[src/rtl/ifetch_pkg.sv]
// ifetch_pkg: shared types and sizes for the instruction-fetch stage.
package ifetch_pkg;
  localparam int FETCH_N = 32;
  localparam int FETCH_R = 6;
  localparam int FETCH_DEPTH = 2;
  typedef struct packed {
    logic [FETCH_R-1:0] pc;
    logic [FETCH_N-1:0] instr;
  } fetch_entry_t;
  typedef enum logic [1:0] {EMPTY, ONE, FULL} buf_state_t;
endpackage

[src/rtl/ifetch_skid_buf.sv]
// ifetch_skid_buf: two-entry FIFO of fetch entries; head is held in a register
// so downstream outputs never see the imem data combinationally.
module ifetch_skid_buf
  import ifetch_pkg::*;
(
  input  logic         clk,
  input  logic         rst_n,
  input  logic         i_push,
  input  logic         i_pop,
  input  logic         i_flush,
  input  fetch_entry_t i_din,
  output logic         o_full,
  output logic         o_empty,
  output fetch_entry_t o_head
);
  buf_state_t   r_state, w_state_nxt;
  fetch_entry_t r_head, r_tail;
  logic         w_pop, w_push;
  assign w_pop  = i_pop & (r_state != EMPTY);
  assign w_push = i_push & ((r_state != FULL) | w_pop);
  always_ff @(posedge clk or negedge rst_n)
    if (!rst_n) r_state <= EMPTY;
    else        r_state <= w_state_nxt;
  always_comb begin
    w_state_nxt = r_state;
    if (i_flush)              w_state_nxt = EMPTY;
    else if (w_push & ~w_pop) w_state_nxt = (r_state == EMPTY) ? ONE : FULL;
    else if (w_pop & ~w_push) w_state_nxt = (r_state == FULL) ? ONE : EMPTY;
  end
  always_comb begin
    o_full  = (r_state == FULL);
    o_empty = (r_state == EMPTY);
    o_head  = r_head;
  end
  // Head refills from the tail when FULL, otherwise straight from the input.
  always_ff @(posedge clk or negedge rst_n)
    if (!rst_n) begin
      r_head <= '0;
      r_tail <= '0;
    end else if (!i_flush) begin
      if (w_pop && r_state == FULL)
        r_head <= r_tail;
      else if (w_push && (r_state == EMPTY || (w_pop && r_state == ONE)))
        r_head <= i_din;
      if (w_push && ((r_state == ONE && !w_pop) || (r_state == FULL && w_pop)))
        r_tail <= i_din;
    end
endmodule

[src/rtl/ifetch_unit.sv]
// ifetch_unit: owns the PC, drives the imem address and hands {pc, instr}
// to decode through a two-entry skid buffer; redirects flush the buffer.
module ifetch_unit
  import ifetch_pkg::*;
#(
  parameter int N = FETCH_N,
  parameter int R = FETCH_R,
  parameter logic [R-1:0] RESET_PC = '0
) (
  input  logic         clk,
  input  logic         rst_n,
  input  logic         fetch_en,
  input  logic         redirect_valid,
  input  logic [R-1:0] redirect_addr,
  output logic [R-1:0] imem_addr,
  input  logic [N-1:0] imem_readdata,
  output logic         out_valid,
  input  logic         out_ready,
  output logic [N-1:0] out_instr,
  output logic [R-1:0] out_pc
);
  logic [R-1:0] r_pc;
  logic         w_full, w_empty, w_pop, w_push;
  fetch_entry_t w_din, w_head;
  assign w_pop  = ~w_empty & out_ready;
  assign w_push = fetch_en & ~redirect_valid & (~w_full | w_pop);
  assign w_din  = '{pc: r_pc, instr: imem_readdata};
  // Redirect wins over push; PC wraps naturally at 2**R.
  always_ff @(posedge clk or negedge rst_n)
    if (!rst_n)              r_pc <= RESET_PC;
    else if (redirect_valid) r_pc <= redirect_addr;
    else if (w_push)         r_pc <= r_pc + 1'b1;
  ifetch_skid_buf u_buf (
    .clk     (clk),
    .rst_n   (rst_n),
    .i_push  (w_push),
    .i_pop   (w_pop),
    .i_flush (redirect_valid),
    .i_din   (w_din),
    .o_full  (w_full),
    .o_empty (w_empty),
    .o_head  (w_head)
  );
  assign imem_addr = r_pc;
  assign out_valid = ~w_empty;
  assign out_instr = w_head.instr;
  assign out_pc    = w_head.pc;
endmodule

[config.mk]
export PLATFORM = sky130hd
export DESIGN_NAME = ifetch_unit
export DESIGN_NICKNAME = d
export VERILOG_FILES = /design/src/rtl/ifetch_pkg.sv /design/src/rtl/ifetch_skid_buf.sv /design/src/rtl/ifetch_unit.sv
export SDC_FILE = /design/constraint.sdc
export NUM_CORES = 1
export LEC_CHECK = 0
export BUFFER_PORTS_ARGS = -buffer_cell sky130_fd_sc_hd__buf_2
export CAP_MARGIN = 10
export CORE_MARGIN = 1.5
export CORE_UTILIZATION = 35
export CTS_CLUSTER_DIAMETER = 100
export CTS_CLUSTER_SIZE = 10
export DETAILED_ROUTE_END_ITERATION = 16
export PLACE_DENSITY = 0.62
export SLEW_MARGIN = 0
export SYNTH_ARGS = -nofsm -noshare
export SYNTH_HDL_FRONTEND = slang
export SYNTH_SLANG_ARGS = --single-unit
[constraint.sdc]
create_clock -name clk -period 2.39 [get_ports clk]
set_input_delay 0.717 -clock clk [delete_from_list [all_inputs] [get_ports clk]]
set_output_delay 0.717 -clock clk [all_outputs]
set_load 0.01 [all_outputs]
Word-level counts from Yosys, hierarchy flattened:

Index checks and enable logic that the tools add are counted.

* add/subtract/negate cells: 1
* equal/unequal tests: 3
* mux-type cells: 9
* bitwise operators: 14
* reduce and logical (&&, ||, !) cells: 15

Operators with widths (count)
* two-way mux 38 bit: 2
* two-way mux 6 bit: 2
* two-way mux 2 bit: 4
* AND 1 bit: 7
* adder 6 x 1 -> 6 bit (second input constant): 1
* nonzero test 2 bit: 3
* logical AND 1 bit: 5
* NOT 1 bit: 5
* AND reduction 2 bit: 2
* nonzero test 3 bit: 1
* == test 2 x 1 -> 1 bit (second input constant): 1
* == test 2 bit (second input constant): 1
* zero test 2 bit: 1
* logical OR 1 bit: 2
* inequality test 2 bit (second input constant): 1
* OR 1 bit: 2
* zero test 1 bit: 1
* two-way mux 1 bit: 1

* flip-flop bits (word level): 84
* input port bits: 43
* output and inout port bits: 45
* logic and storage cells: 48

Depth between registers and ports, before layout:

* word-level depth: 11
* gate-level depth with buffers: 6

Cells and area by module:

A second synthesis with hierarchy kept.

* cell total of the unflattened synthesis: 260
* area total of the unflattened synthesis: 3883.7 um^2

Modules (own cells, without submodules)
* ifetch_skid_buf: times used 1, cells each 223, area each 3509.6 um^2, seq. area each 1951.9 um^2
* ifetch_unit: times used 1, cells each 37, area each 374.1 um^2, seq. area each 150.1 um^2

Worst setup path after synthesis:

No wires, ideal clock.

* path kind: input to register
* start: in out_ready
* end: reg u_buf.r_head, in the netlist u_buf.o_head[10]
* library setup time: 125 ps
* data arrival time: 2143 ps
* path slack: 122 ps
* stages: 6
* path buffers: 3
* path through: buf_2 nand3b_1 buf_2 buf_1 mux2_2 mux2_2

* word-level cells in the longest chain between the ends: 7
* elaborated cells between the ends (all ways): 13
* those cells by class: mux: 1; bitwise: 6; reduce/logical: 6

Ends and longest elaborated chain
* from (decl): line ifetch_unit.sv:18 `input logic out_ready,`
* AND 1 bit *: line ifetch_unit.sv:25 `assign w_pop = ~w_empty & out_ready;`
* OR 1 bit or AND 1 bit (tied branches): line ifetch_unit.sv:26, ifetch_skid_buf.sv:19
* AND 1 bit, or another cell as far along: line ifetch_unit.sv:26 `assign w_push = fetch_en & ~redirect_valid & (~w_full | w_pop);`
* AND 1 bit or logical OR 1 bit (tied branches): line ifetch_skid_buf.sv:20, ifetch_skid_buf.sv:43
* logical AND 1 bit: line ifetch_skid_buf.sv:43 `else if (w_push && (r_state == EMPTY || (w_pop && r_state == ONE)))`
* nonzero test 2 bit (no source line)
* AND reduction 2 bit (no source line)
* to (signal assigned): line ifetch_skid_buf.sv:42 `r_head <= r_tail;`
* to (signal assigned): line ifetch_skid_buf.sv:44 `r_head <= i_din;`
* to (decl): line ifetch_skid_buf.sv:17 `fetch_entry_t r_head, r_tail;`

Mark *: on every way between the ends. The rest lies on a longest branch, timed or not.
A chain may end at the register's enable or synchronous reset.

Worst setup path after layout:

* start: reg u_buf.r_state[0]
* end: out out_valid

* word-level cells in the longest chain between the ends: 2

Ends and longest elaborated chain
* from (decl): line ifetch_skid_buf.sv:16 `buf_state_t r_state, w_state_nxt;`
* from (signal assigned): line ifetch_skid_buf.sv:23 `else r_state <= w_state_nxt;`
* zero test 2 bit: line ifetch_skid_buf.sv:32 `o_empty = (r_state == EMPTY);`
* NOT 1 bit: line ifetch_unit.sv:45 `assign out_valid = ~w_empty;`
* to (decl): line ifetch_unit.sv:17 `output logic out_valid,`

No other way between the ends.

==> results.cfg <==
[synth]
netlist_area_sq_mm = 0.00388
syn_nets = 309
ys_top_cells_by_area = dfrtp_1 (54%), mux2_2 (27%), mux2_4 (7.7%)
yosysTopAreaCell = dfrtp_1
synth_top_area_share_pct = 54.2
synth_seq_cells = 84
synth_warnings = 0
ys_seq_area_share_pct = 54.2
netlist_instances = 265
syn_avg_cell_area_sq_um = 14.6
ys_types = 31

[floorplanning]
die_area_sq_mm = 0.0117
io_pins = 88
rows = 38
start_util_pct = 35.8
die_x_microns = 108
die_h_microns = 108
core_area_sq_mm = 0.0108

[placed_design]
gp_congestion = 0.756
pre_cts_ws_ns = 0.137
placedInstanceArea_sq_mm = 0.00450
port_buffers = 87
hpwlAfterDp_mm = 4.92

[clocking]
cts_buffer_depth = 2
root_buffer = clkbuf_8
clk_pin_slew_ns = 0.08
cts-buffers-inserted = 9
clkSinkCount = 84
h-tree-depth = 3
cts-hold-fix-buffers = 0
cts_resized = 0
insertion_delay_ns = 0.35
cts_tree = built
cts_setup_buffers = 0

[global_route]
grt_pass1_vias = 2459
antenna_found_initial = 0
grtUsageTotal_pct = 13.9
grt_pass1_wl_mm = 12.4
grt_max_degree = 51
grt-ovfl-total = 0

[route]
drt-total-wl_mm = 7.56
first_pass_iters = 4
via_per_inst = 4.96
first_iter_violations = 86
via_count = 2453
wl_met3_microns = 516
drcViolationCount = 0
wl_per_cell_microns = 15.3
route.met2.wl_mm = 3.42
drt-met1-wl_mm = 3.49
top_layer = met4
antenna_left = 0

[worst_setup_path]
max_stage_delay_ns = 0.48
crit_type = reg -> out
startpoint_type = flip-flop
cp_data_arrival_time_ns = 1.28
path_cells = or2_2, buf_2
crit_required_ns = 1.67
cpMaxStageDelayCell = dfrtp_1
end_kind = output pin
path_max_fanout = 8

[hold_path]
min_path_type = in -> async

[run]
maxCapViolCount = 0

[sta]
fmax_ghz = 0.500
setup_violations = 0
maxSlewHeadroom_pct = 68.3
slew_viol_final = 0
post-route-min-period_ns = 2.00
hold_viol = 0
tightest_slew_ns = 0.476
setup_tns_ns = 0
fin_crit_sh_pct = 83.8
rsz0062_at_grt = false
worst_slack_ns = 0.388
finClkSkew_ns = 0.00558

[power_and_ir_drop]
power.leakage_uw = 0.00220
power_density_mw_per_mm2 = 833
ir_worst_vdd_mv = 0.480

[final_layout]
nets = 396
design_area_sq_mm = 0.00469
layout_common_cells = mux2_2 (94), buf_2 (86), dfrtp_1 (84), mux2_4 (20), clkbuf_8 (11)
layout_commonest_cell = mux2_2
area_growth_pct = 21.1
antennaDiodeCount = 0
drive_gt1_share_pct = 62.8

[status]
outcome = finished, final reports clean
==> report_power, final <==
part	total, uW	switching, uW	leakage [uW]	internal [uW]
combinational	904	352	0.00110	552
sequential	2000	202	0.00101	1800
clock	1010	480	0.0000983	528
total	3910	1030	0.00220	2880
==> metrics by stage <==
step	hold slack, ns	cells	utilization (%)	power [uW]
6_report	0.312	495	43.3	3910
5_1_grt	0.326	495	43.3	4160
4_1_cts	0.308	495	43.3	3980
3_3_place_gp	0.484	481	41.5	2900
3_5_place_dp	0.490	481	41.5	2940
2_1_floorplan	0.421	265	-	2580
==> Yosys cell counts <==
library cell,n
a211o_1,1
a21oi_1,1
a22oi_1,1
a31oi_1,2
buf_1,2
buf_2,8
buf_6,3
clkbuf_1,4
dfrtp_1,84
ha_1,1
inv_1,4
mux2_2,94
mux2_4,20
mux2i_1,1
nand2_1,5
nand3_1,4
nand3b_1,4
nand4_1,2
nand4bb_1,1
nor2_1,3
nor2b_1,1
nor3b_1,1
nor4b_1,1
o211a_1,1
o211ai_1,3
o21ai_0,4
o31ai_1,2
or2_2,1
or3b_1,1
or4_1,4
xor2_1,1
==> registers in the layout, indices dropped and copies added (netlist names) <==
signal,cells
imem_addr,6
u_buf.o_head,38
u_buf.r_state,2
u_buf.r_tail,38
==> path summary, 6_finish.rpt <==
path / slack, ns / endpoint / start / cells past startpoint
setup / recovery: 0.39 / out_valid / u_buf.r_state[0] / 2
setup reg to reg: 0.49 / u_buf.r_tail[17] / u_buf.r_state[0] / 4
max in group asynchronous: 1.43 / u_buf.o_head[5] / rst_n / 2
hold reg to reg: 0.50 / u_buf.o_head[19] / u_buf.o_head[19] / 1
hold / removal: 0.31 / u_buf.r_tail[29] / rst_n / 1
min in group clk: 0.50 / u_buf.o_head[19] / u_buf.o_head[19] / 1
==> worst max-delay path: cells and delay by family (launching register included) <==
family / cells / cell delay [ns]
simple gates: 1 / 0.32
flops: 1 / 0.48
buf+inv: 1 / 0.14
==> cell type report <==
type / count / area (sq um)
clock buffer: 12 / 155
clock inverter: 2 / 35.0
fill: 1002 / 6150
inverter: 4 / 15.0
multi-input combinational: 160 / 1680
sequential: 84 / 2100
tap: 140 / 175
timing repair buffer: 93 / 533
==> per-layer routing <==
layer | global-route usage [%] | up-vias
li1 | - | 1137
met1 | 17.5 | 1229
met2 | 21.3 | 76
met3 | 6.09 | 11
met4 | 4.42 | 0
met5 | 0 | -
==> cell families (layout without fill, tap and decap cells) <==
family | count (synthesis) | in the layout | share of synthesized area, %
AOI/OAI and AO/OA | 15 | 15 | 2.61
and+or+nand+nor | 28 | 28 | 4.42
buffers and inverters | 21 | 111 | 2.87
DFF | 84 | 84 | 54.2
adders and majority gates | 1 | 1 | 0.323
xor gates and xnor gates | 1 | 1 | 0.226
muxes | 115 | 115 | 35.3
Note: power is estimated with default switching activity, not from simulation.
